===== src/rtl/pattern_pkg.sv =====
// Shared types for the pattern stream source: FSM state encoding and the default byte width.
package pattern_pkg;

  typedef enum logic [2:0] {
    IDLE,
    STREAM,
    ACK_LOW,
    ACK_RECOVER,
    DONE
  } state_t;

  localparam int DATA_W_DEF = 8;

endpackage


===== src/rtl/pattern_byte_ram.sv =====
// Byte buffer for the stream source: synchronous write, asynchronous (combinational) read.
module pattern_byte_ram #(
  parameter int DEPTH  = 32,
  parameter int DATA_W = 8
) (
  input  logic                     clk,
  input  logic                     i_we,
  input  logic [$clog2(DEPTH)-1:0] i_waddr,
  input  logic [DATA_W-1:0]        i_wdata,
  input  logic [$clog2(DEPTH)-1:0] i_raddr,
  output logic [DATA_W-1:0]        o_rdata
);

  logic [DATA_W-1:0] r_mem [DEPTH];

  // NOTE: storage has no reset; contents survive rst and are only defined once written.
  always_ff @(posedge clk) begin
    if (i_we) r_mem[i_waddr] <= i_wdata;
  end

  assign o_rdata = r_mem[i_raddr];

endmodule


===== src/rtl/pattern_stream_source.sv =====
// Streams a loaded byte buffer to a pattern detector, pausing for an ack-low handshake
// on every found_pattern and counting the matches of the current run.
module pattern_stream_source
  import pattern_pkg::*;
#(
  parameter int DEPTH          = 32,
  parameter int DATA_W         = DATA_W_DEF,
  parameter int ACK_LOW_CYCLES = 1,
  parameter int CNT_W          = 8
) (
  input  logic                     clk,
  input  logic                     reset_sync,
  input  logic                     wr_en,
  input  logic [$clog2(DEPTH)-1:0] wr_addr,
  input  logic [DATA_W-1:0]        wr_data,
  input  logic [$clog2(DEPTH):0]   stream_len,
  input  logic                     start,
  input  logic                     found_pattern,
  output logic [DATA_W-1:0]        data,
  output logic                     ack,
  output logic                     busy,
  output logic                     done,
  output logic [CNT_W-1:0]         match_count
);

  localparam int            AW       = $clog2(DEPTH);
  localparam int            TW       = (ACK_LOW_CYCLES > 1) ? $clog2(ACK_LOW_CYCLES) : 1;
  localparam logic [TW-1:0] TMR_LOAD = TW'(ACK_LOW_CYCLES - 1);
  localparam logic [AW:0]   IDX_ONE  = (AW+1)'(1);

  state_t            r_state, w_state_nxt;
  logic [DATA_W-1:0] r_data, w_data_nxt;
  logic [AW:0]       r_idx, w_idx_nxt;
  logic [AW:0]       r_len, w_len_nxt;
  logic              r_ack, w_ack_nxt;
  logic              r_busy, w_busy_nxt;
  logic              r_done, w_done_nxt;
  logic [CNT_W-1:0]  r_cnt, w_cnt_nxt;
  logic [TW-1:0]     r_tmr, w_tmr_nxt;

  logic              w_wr_ok;
  logic [AW-1:0]     w_rd_addr;
  logic [DATA_W-1:0] w_ram_rd;
  logic [DATA_W-1:0] w_byte;

  assign w_wr_ok   = wr_en & ~r_busy;
  assign w_rd_addr = (r_state == STREAM || r_state == ACK_RECOVER) ? r_idx[AW-1:0] : '0;

  pattern_byte_ram #(
    .DEPTH  (DEPTH),
    .DATA_W (DATA_W)
  ) u_ram (
    .clk     (clk),
    .i_we    (w_wr_ok),
    .i_waddr (wr_addr),
    .i_wdata (wr_data),
    .i_raddr (w_rd_addr),
    .o_rdata (w_ram_rd)
  );

  // Forward a same-cycle write so a write+start pair presents the new byte 0.
  assign w_byte = (w_wr_ok && wr_addr == w_rd_addr) ? wr_data : w_ram_rd;

  // NOTE: every output of this block gets a default first, so no path can infer a latch.
  always_comb begin
    w_state_nxt = r_state;
    w_data_nxt  = r_data;
    w_idx_nxt   = r_idx;
    w_len_nxt   = r_len;
    w_ack_nxt   = r_ack;
    w_busy_nxt  = r_busy;
    w_done_nxt  = r_done;
    w_cnt_nxt   = r_cnt;
    w_tmr_nxt   = r_tmr;

    case (r_state)
      IDLE, DONE: begin
        if (start) begin
          w_cnt_nxt = '0;
          if (stream_len != '0) begin
            w_len_nxt   = stream_len;
            w_data_nxt  = w_byte;
            w_idx_nxt   = IDX_ONE;
            w_ack_nxt   = 1'b1;
            w_busy_nxt  = 1'b1;
            w_done_nxt  = 1'b0;
            w_state_nxt = STREAM;
          end else begin
            w_busy_nxt  = 1'b0;
            w_done_nxt  = 1'b1;
            w_state_nxt = DONE;
          end
        end
      end
      STREAM: begin
        if (found_pattern) begin
          w_ack_nxt   = 1'b0;
          w_tmr_nxt   = TMR_LOAD;
          w_state_nxt = ACK_LOW;
          if (r_cnt != '1) w_cnt_nxt = r_cnt + 1'b1;
        end else if (r_idx == r_len) begin
          w_ack_nxt   = 1'b0;
          w_busy_nxt  = 1'b0;
          w_done_nxt  = 1'b1;
          w_state_nxt = DONE;
        end else begin
          w_data_nxt = w_byte;
          w_idx_nxt  = r_idx + IDX_ONE;
        end
      end
      ACK_LOW: begin
        if (r_tmr == '0) begin
          w_ack_nxt   = 1'b1;
          w_state_nxt = ACK_RECOVER;
        end else begin
          w_tmr_nxt = r_tmr - 1'b1;
        end
      end
      ACK_RECOVER: begin
        // The byte after the matched one is shown on the first STREAM clock.
        w_state_nxt = STREAM;
        if (r_idx != r_len) begin
          w_data_nxt = w_byte;
          w_idx_nxt  = r_idx + IDX_ONE;
        end
      end
      default: w_state_nxt = IDLE;
    endcase
  end

  // NOTE: state updates use non-blocking assignments so all registers see pre-edge values.
  always_ff @(posedge clk or negedge reset_sync) begin
    if (!reset_sync) begin
      r_state <= IDLE;
      r_data  <= '0;
      r_idx   <= '0;
      r_len   <= '0;
      r_ack   <= 1'b0;
      r_busy  <= 1'b0;
      r_done  <= 1'b0;
      r_cnt   <= '0;
      r_tmr   <= '0;
    end else begin
      r_state <= w_state_nxt;
      r_data  <= w_data_nxt;
      r_idx   <= w_idx_nxt;
      r_len   <= w_len_nxt;
      r_ack   <= w_ack_nxt;
      r_busy  <= w_busy_nxt;
      r_done  <= w_done_nxt;
      r_cnt   <= w_cnt_nxt;
      r_tmr   <= w_tmr_nxt;
    end
  end

  assign data        = r_data;
  assign ack         = r_ack;
  assign busy        = r_busy;
  assign done        = r_done;
  assign match_count = r_cnt;

endmodule


===== config.mk =====
export PLATFORM = sky130hd
export DESIGN_NAME = pattern_stream_source
export DESIGN_NICKNAME = d
export VERILOG_FILES = /design/src/rtl/pattern_pkg.sv /design/src/rtl/pattern_byte_ram.sv /design/src/rtl/pattern_stream_source.sv
export SDC_FILE = /design/constraint.sdc
export NUM_CORES = 1
export LEC_CHECK = 0
export CAP_MARGIN = 20
export CORE_UTILIZATION = 25
export CTS_BUF_LIST = sky130_fd_sc_hd__clkbuf_8
export DETAILED_ROUTE_END_ITERATION = 16
export PLACE_DENSITY = 0.4
export REMOVE_ABC_BUFFERS = 1
export SKIP_LAST_GASP = 1
export SLEW_MARGIN = 20
export SYNTH_ARGS = -nofsm -noshare
export SYNTH_HDL_FRONTEND = slang
export SYNTH_SLANG_ARGS = --single-unit

===== constraint.sdc =====
create_clock -name clk -period 2.25 [get_ports clk]
set_clock_uncertainty 0.05 [all_clocks]
set_input_delay 0.45 -clock clk [delete_from_list [all_inputs] [get_ports clk]]
set_output_delay 0.45 -clock clk [all_outputs]
set_load 0.01 [all_outputs]

; ---- Word-level counts from Yosys, hierarchy flattened
; Memory sizes are Yosys's and may differ from the RTL's.
; Cells that the tools add are included.
[totals]
n_memories = 1
ff_bits = 35
ram_bits = 256
latchBits = 0
out_inout_bits = 19
word_cells = 93
inputBits = 24
mem_bits_ro = 0
[mem_list]
columns = name, words, width, read_ports, rd_clocked_by_memory_dff, wr, line
row1 = u_ram.r_mem, 32, 8, 1, 0, 1, pattern_byte_ram.sv:14  ; logic [DATA_W-1:0] r_mem [DEPTH];
[classes]
muxes = 44
reduce_logical = 16
add_sub_neg = 3
div_mod_pow = 0
n_mul = 0
eq_ne = 18
n_shift = 0
n_bitwise = 2
magnitude_cmp = 0
[op_table]
columns = operator, count
row1 = 2-to-1 mux 8 bit, 9
row2 = 2-to-1 mux 6 bit, 5
row3 = one-hot mux 8 bit (3 select lines), 1
row4 = one-hot mux 6 bit (3 select lines), 1
row5 = 2-to-1 mux 1 bit, 16
row6 = one-hot mux 8 bit (2 select lines), 1
row7 = 2-to-1 mux 3 bit, 5
row8 = "inequality test 2 bit, second input constant", 6
row9 = one-hot mux 3 bit (4 select lines), 1
row10 = "adder 8 x 1 -> 8 bit, second input constant", 1
row11 = "inequality test 8 bit, second input constant", 1
row12 = AND reduction 4 bit, 2
row13 = "adder 6 x 1 -> 6 bit, second input constant", 1
row14 = "equality test 3 x 2 -> 1 bit, second input constant", 2
row15 = equality test 6 bit, 1
row16 = "inequality test 2 x 1 -> 1 bit, second input constant", 3
row17 = inequality test 6 bit, 1
row18 = one-hot mux 1 bit (2 select lines), 3
row19 = AND reduction 3 bit, 2
row20 = AND reduction 6 bit, 1
row21 = nonzero test 3 bit, 2
row22 = nonzero test 6 bit, 1
row23 = equality test 5 bit, 1
row24 = 2-to-1 mux 5 bit, 1
row25 = 14 further kinds, 15

; ---- Longest topological paths before layout
[depth]
depth_word = 9
ltp_mapped = 9
mapped_depth_nobuf = 7

; ---- By module
; From an unflattened synthesis, not the netlist that was laid out.
[hier_totals]
hier_cells = 621
area_unflattened_um2 = 11881.4
[by_module_without_submodules]
columns = module, n_inst, area_each_um2, seq_area_each_um2, cells_each
row1 = pattern_byte_ram, 1, 9893.2, 7687.4, 409
row2 = pattern_stream_source, 1, 1988.2, 850.8, 212

; ---- Worst setup path before layout
; Ideal clock, no wire load.
[synth_timing]
path_type = register -> register
start = register r_idx[0]
end = register r_data[3] (netlist: data[3])
path_stages_with_launch = 8
setup_ps = 133
path_buffers = 2
t_arrival_ps = 1819
period_less_slack_ps = 2002
path_slack_ps = 248
required_ps = 2067
cell_sequence = dfrtp_1 -> buf_6 -> buf_2 -> mux2_2 -> a221oi_1 -> a21oi_1 -> a2111oi_1 -> o31ai_1
[synth_via]
elab_chain_len = 7
word_cells_on_any_way = 16
classes_between = 5 x eq/ne / 8 x mux / 2 x reduce/logical / 1 x memory
[synth_lines]
columns = item, line
row1 = start: declaration, pattern_stream_source.sv:33  ; logic [AW:0] r_idx, w_idx_nxt;
row2 = start signal: assignment, pattern_stream_source.sv:146  ; r_idx <= w_idx_nxt;
row3 = branches (longest 7 deep; another with memory (32 x 8 bit)), n/a
row4 = end signal: assignment, pattern_stream_source.sv:145  ; r_data <= w_data_nxt;
row5 = end: declaration, pattern_stream_source.sv:32  ; logic [DATA_W-1:0] r_data, w_data_nxt;
; Parallel ways; which one is timed is not known. The select of a mux whose other input is x is not followed.
; A chain may end at the register's enable or synchronous reset.

; ---- Final worst setup path
[layout_timing]
start = register r_idx[2]
end = register r_data[7] (netlist: data[7])
; The elaborated chain is that of the path after synthesis.

==> impl_metrics.toml <==
[outcome]
status = "finished, violations left"
violations = "negative setup slack"

[die]
ios = 43
std_cell_rows = 80
die_area_um2 = 49340
start_util = 0.2537
die_w_um = 222.1
core_um2 = 47750
die_y_um = 222.1

[final_layout]
final_util = 0.3443
drive_gt1_frac = 0.3761
multi_input_area_um2 = 3985
diodes = 0
final.fill_count = 4632
finalNetCount = 1040
regArea_um2 = 8547
design_area_um2 = 16440
area_delta_synth_final_pct = 35.70
fin_cells = 1668

[synthesis]
synth-simple-area-share = 0.07715
synthFlopType = "edfxtp_1"
avgSynthCellArea_um2 = 15.33
netlist_top_cells_area = "edfxtp_1, dfrtp_1, mux4_2"
synth_xor_area_frac = 0.007953
synth-compound-area-share = 0.09926
synth.distinct_cells = 57
synth_top_area_frac = 0.6346
synthAdderAreaFrac = 0.002066
synth_area_um2 = 12110
yosysTopAreaCell = "edfxtp_1"
netlist_instances = 790
synthArstFlopShare = 0.1172
synthMuxAreaShare = 0.07798
synth_warnings = 0
synth_top_family_by_area = "compound AO/OA/AOI/OAI gates"
ys_ff_latch = 290
synth_edf_count = 256
yosysSeqAreaShare = 0.7048

[critical_path]
crit_required_ns = 2.69
reg2reg_from = "r_idx[2]"
crit_type = "flop to flop"
crit_path_max_fanout = 5
cp-startpoint = "r_idx[2]"
startpoint_type = "flop"
end_kind = "flop"
cp.arrival_ns = 2.73
rr_worst_depth = 10

[power]
internal_power_uw = 12380
p_leak_uw = 0.005700
p_clk_frac = 0.241
ir_drop_mv = 0.4801
finalPower_uw = 18820
pwr-share-comb = 0.416
p_sw_uw = 6435
powerDensity_nw_per_um2 = 1145
switching_share = 0.3419
seqPwrFrac = 0.343

[timing]
setup_slack_ns = -0.03927
finalSetupTns_ns = -0.05301
post-route-min-period_ns = 2.289
slew_headroom = 0.5558
worst_pin_slew_ns = 0.6619
hold_violations = 0
slew_viol_final = 0
setup_viol = 3
rsz0062_at_grt = "true"
max_freq_ghz = 0.4368
fin_crit_sh = 1.017

[route]
initialDrtViolationCount = 544
wl_per_cell_um = 21.49
post_drt_via_cell_ratio = 4.555
firstDrtPassIters = 5
drc = 0
wl_um = 35850
vias = 7597
antenna_left = 0

[global_route]
grt_pass1_wl_um = 51340
grt_max_degree = 34
grt_antenna_before_repair = 0
grt-ovfl-total = 0
track_usage = 0.1417
grt_pass1_vias = 7675

[job]
maxCapViolations = 0

[clock_tree]
cts_tree = "yes"
clock_latency_ns = 0.63
cts_max_level = 2
numCtsBuffers = 50
clk_path_buf_depth = 3
clock-sinks = 290
clockRootBuffer = "clkbuf_8"
clkTransAtPathRegs_ns = 0.06

[place]
io_buffers = 42
hpwlAfterDp_um = 23280
dp_cells = 1531
place_area_um2 = 14220
gp_congestion = 0.8185

[worst_hold_path]
hp-class = "input pin to asynchronous set/reset pin"
area by class of cell:
type / count / area share
Inverter: 13 / 0.002968
Timing Repair Buffer: 219 / 0.1321
Clock inverter: 41 / 0.01393
Sequential cell: 290 / 0.5199
Clock buffer: 50 / 0.04186
Multi-Input combinational cell: 440 / 0.2424
Tap cell: 615 / 0.04681
cell usage after synthesis, types with 2 or more instances:
library cell / n
o211ai_1: 3
a211oi_1: 2
ha_1: 2
buf_2: 18
inv_1: 12
a21oi_1: 23
and3b_1: 2
nor3_1: 4
o22ai_1: 15
xor2_1: 9
dfrtp_1: 34
o31ai_1: 12
nand3_1: 11
nor4bb_1: 3
edfxtp_1: 256
nor3b_4: 2
nand4_1: 3
nor2_1: 62
o21ai_0: 56
mux2_2: 21
o21ai_2: 2
mux4_2: 23
nand2_1: 61
a221oi_1: 27
buf_4: 5
mux2i_1: 19
clkbuf_1: 9
a31oi_1: 11
xnor2_1: 2
o21ai_1: 4
o2bb2ai_1: 5
nand2b_1: 5
nor2b_1: 3
or3b_2: 2
nand3b_1: 5
a2111oi_2: 6
buf_6: 14
and3_1: 15
a2111oi_1: 2
or3_1: 3
logic make-up after synthesis:
family / after synthesis
DFF: 290
and+or+nand+nor: 188
AOI/OAI and AO/OA: 176
muxes: 63
buffers and inverters: 60
xor gates and xnor gates: 11
adders and majority gates: 2
power groups by stage:
stage	registers, uW	clock network [uW]	logic [uW]
after floorplan	6740	0	2530
after global placement	6520	0	5730
after detailed placement	6530	0	5700
after CTS	6420	4710	6230
after global routing	6480	4920	8310
final	6450	4540	7830
cells in the final DEF (no fill, tap or decap), drive strengths merged, types with 4 or more instances in the layout:
master / n
xor2: 9
a31oi: 11
mux4: 23
and3: 15
inv: 31
nor3: 4
dfrtp: 34
nand2: 61
o31ai: 13
nand3b: 6
mux2: 21
o21ai: 62
mux2i: 19
clkbuf: 55
nand2b: 6
o22ai: 15
o2bb2ai: 5
a2111oi: 8
clkdlybuf4s50: 41
nor2: 63
edfxtp: 256
buf: 172
nand3: 11
clkinv: 21
a221oi: 28
a21oi: 23
state kept, by name, indices dropped and copies added, names as in the netlist, 3 cells and up:
signal       count
data             8
match_count      8
r_idx            6
r_len            6
r_state          3
u_ram.r_mem    256
worst max-delay path, cell delays in order (launching register included):
cell and delay, ns:
dfrtp_2 0.41, buf_12 0.14, buf_12 0.14, nand3b_1 0.17, buf_6 0.16, clkbuf_16 0.15, o21ai_4 0.06, a221oi_4 0.27
o22ai_4 0.15, a2111oi_4 0.36, o31ai_1 0.10
final timing paths:
kind	to	slack, ns
min reg2reg	data[5]	0.44
min in group clk	r_len[0]	0.44
max in group asynchronous	r_idx[2]	1.26
max	data[7]	-0.04
max reg2reg	data[7]	-0.04
min	match_count[4]	0.28
layer usage:
layer / up-vias / GRT usage / share of wire
met5: - / 0 / 0
li1: 3557 / - / -
met2: 156 / 0.2200 / 0.46
met3: 55 / 0.02452 / 0.039
met1: 3829 / 0.2002 / 0.48
met4: 0 / 0.04547 / 0.019
what timing repair did:
action,in CTS,in global routing
pin swaps,9,37
cloned,1,6
endpoints found under the hold margin,19,0
setup buffers,7,33
gates resized for setup,39,131
hold buffers,1,0
setup endpoints to repair,12,18
per-stage QoR:
stage          setup slack, ns  hold slack [ns]
6_report              -0.03927           0.2806
5_1_grt                -0.1141           0.3094
4_1_cts               -0.09561           0.2586
3_5_place_dp           -0.2614           0.3903
3_3_place_gp           -0.2984           0.3910
2_1_floorplan           -2.480           0.1044
Note: power is estimated with default switching activity, not from simulation.
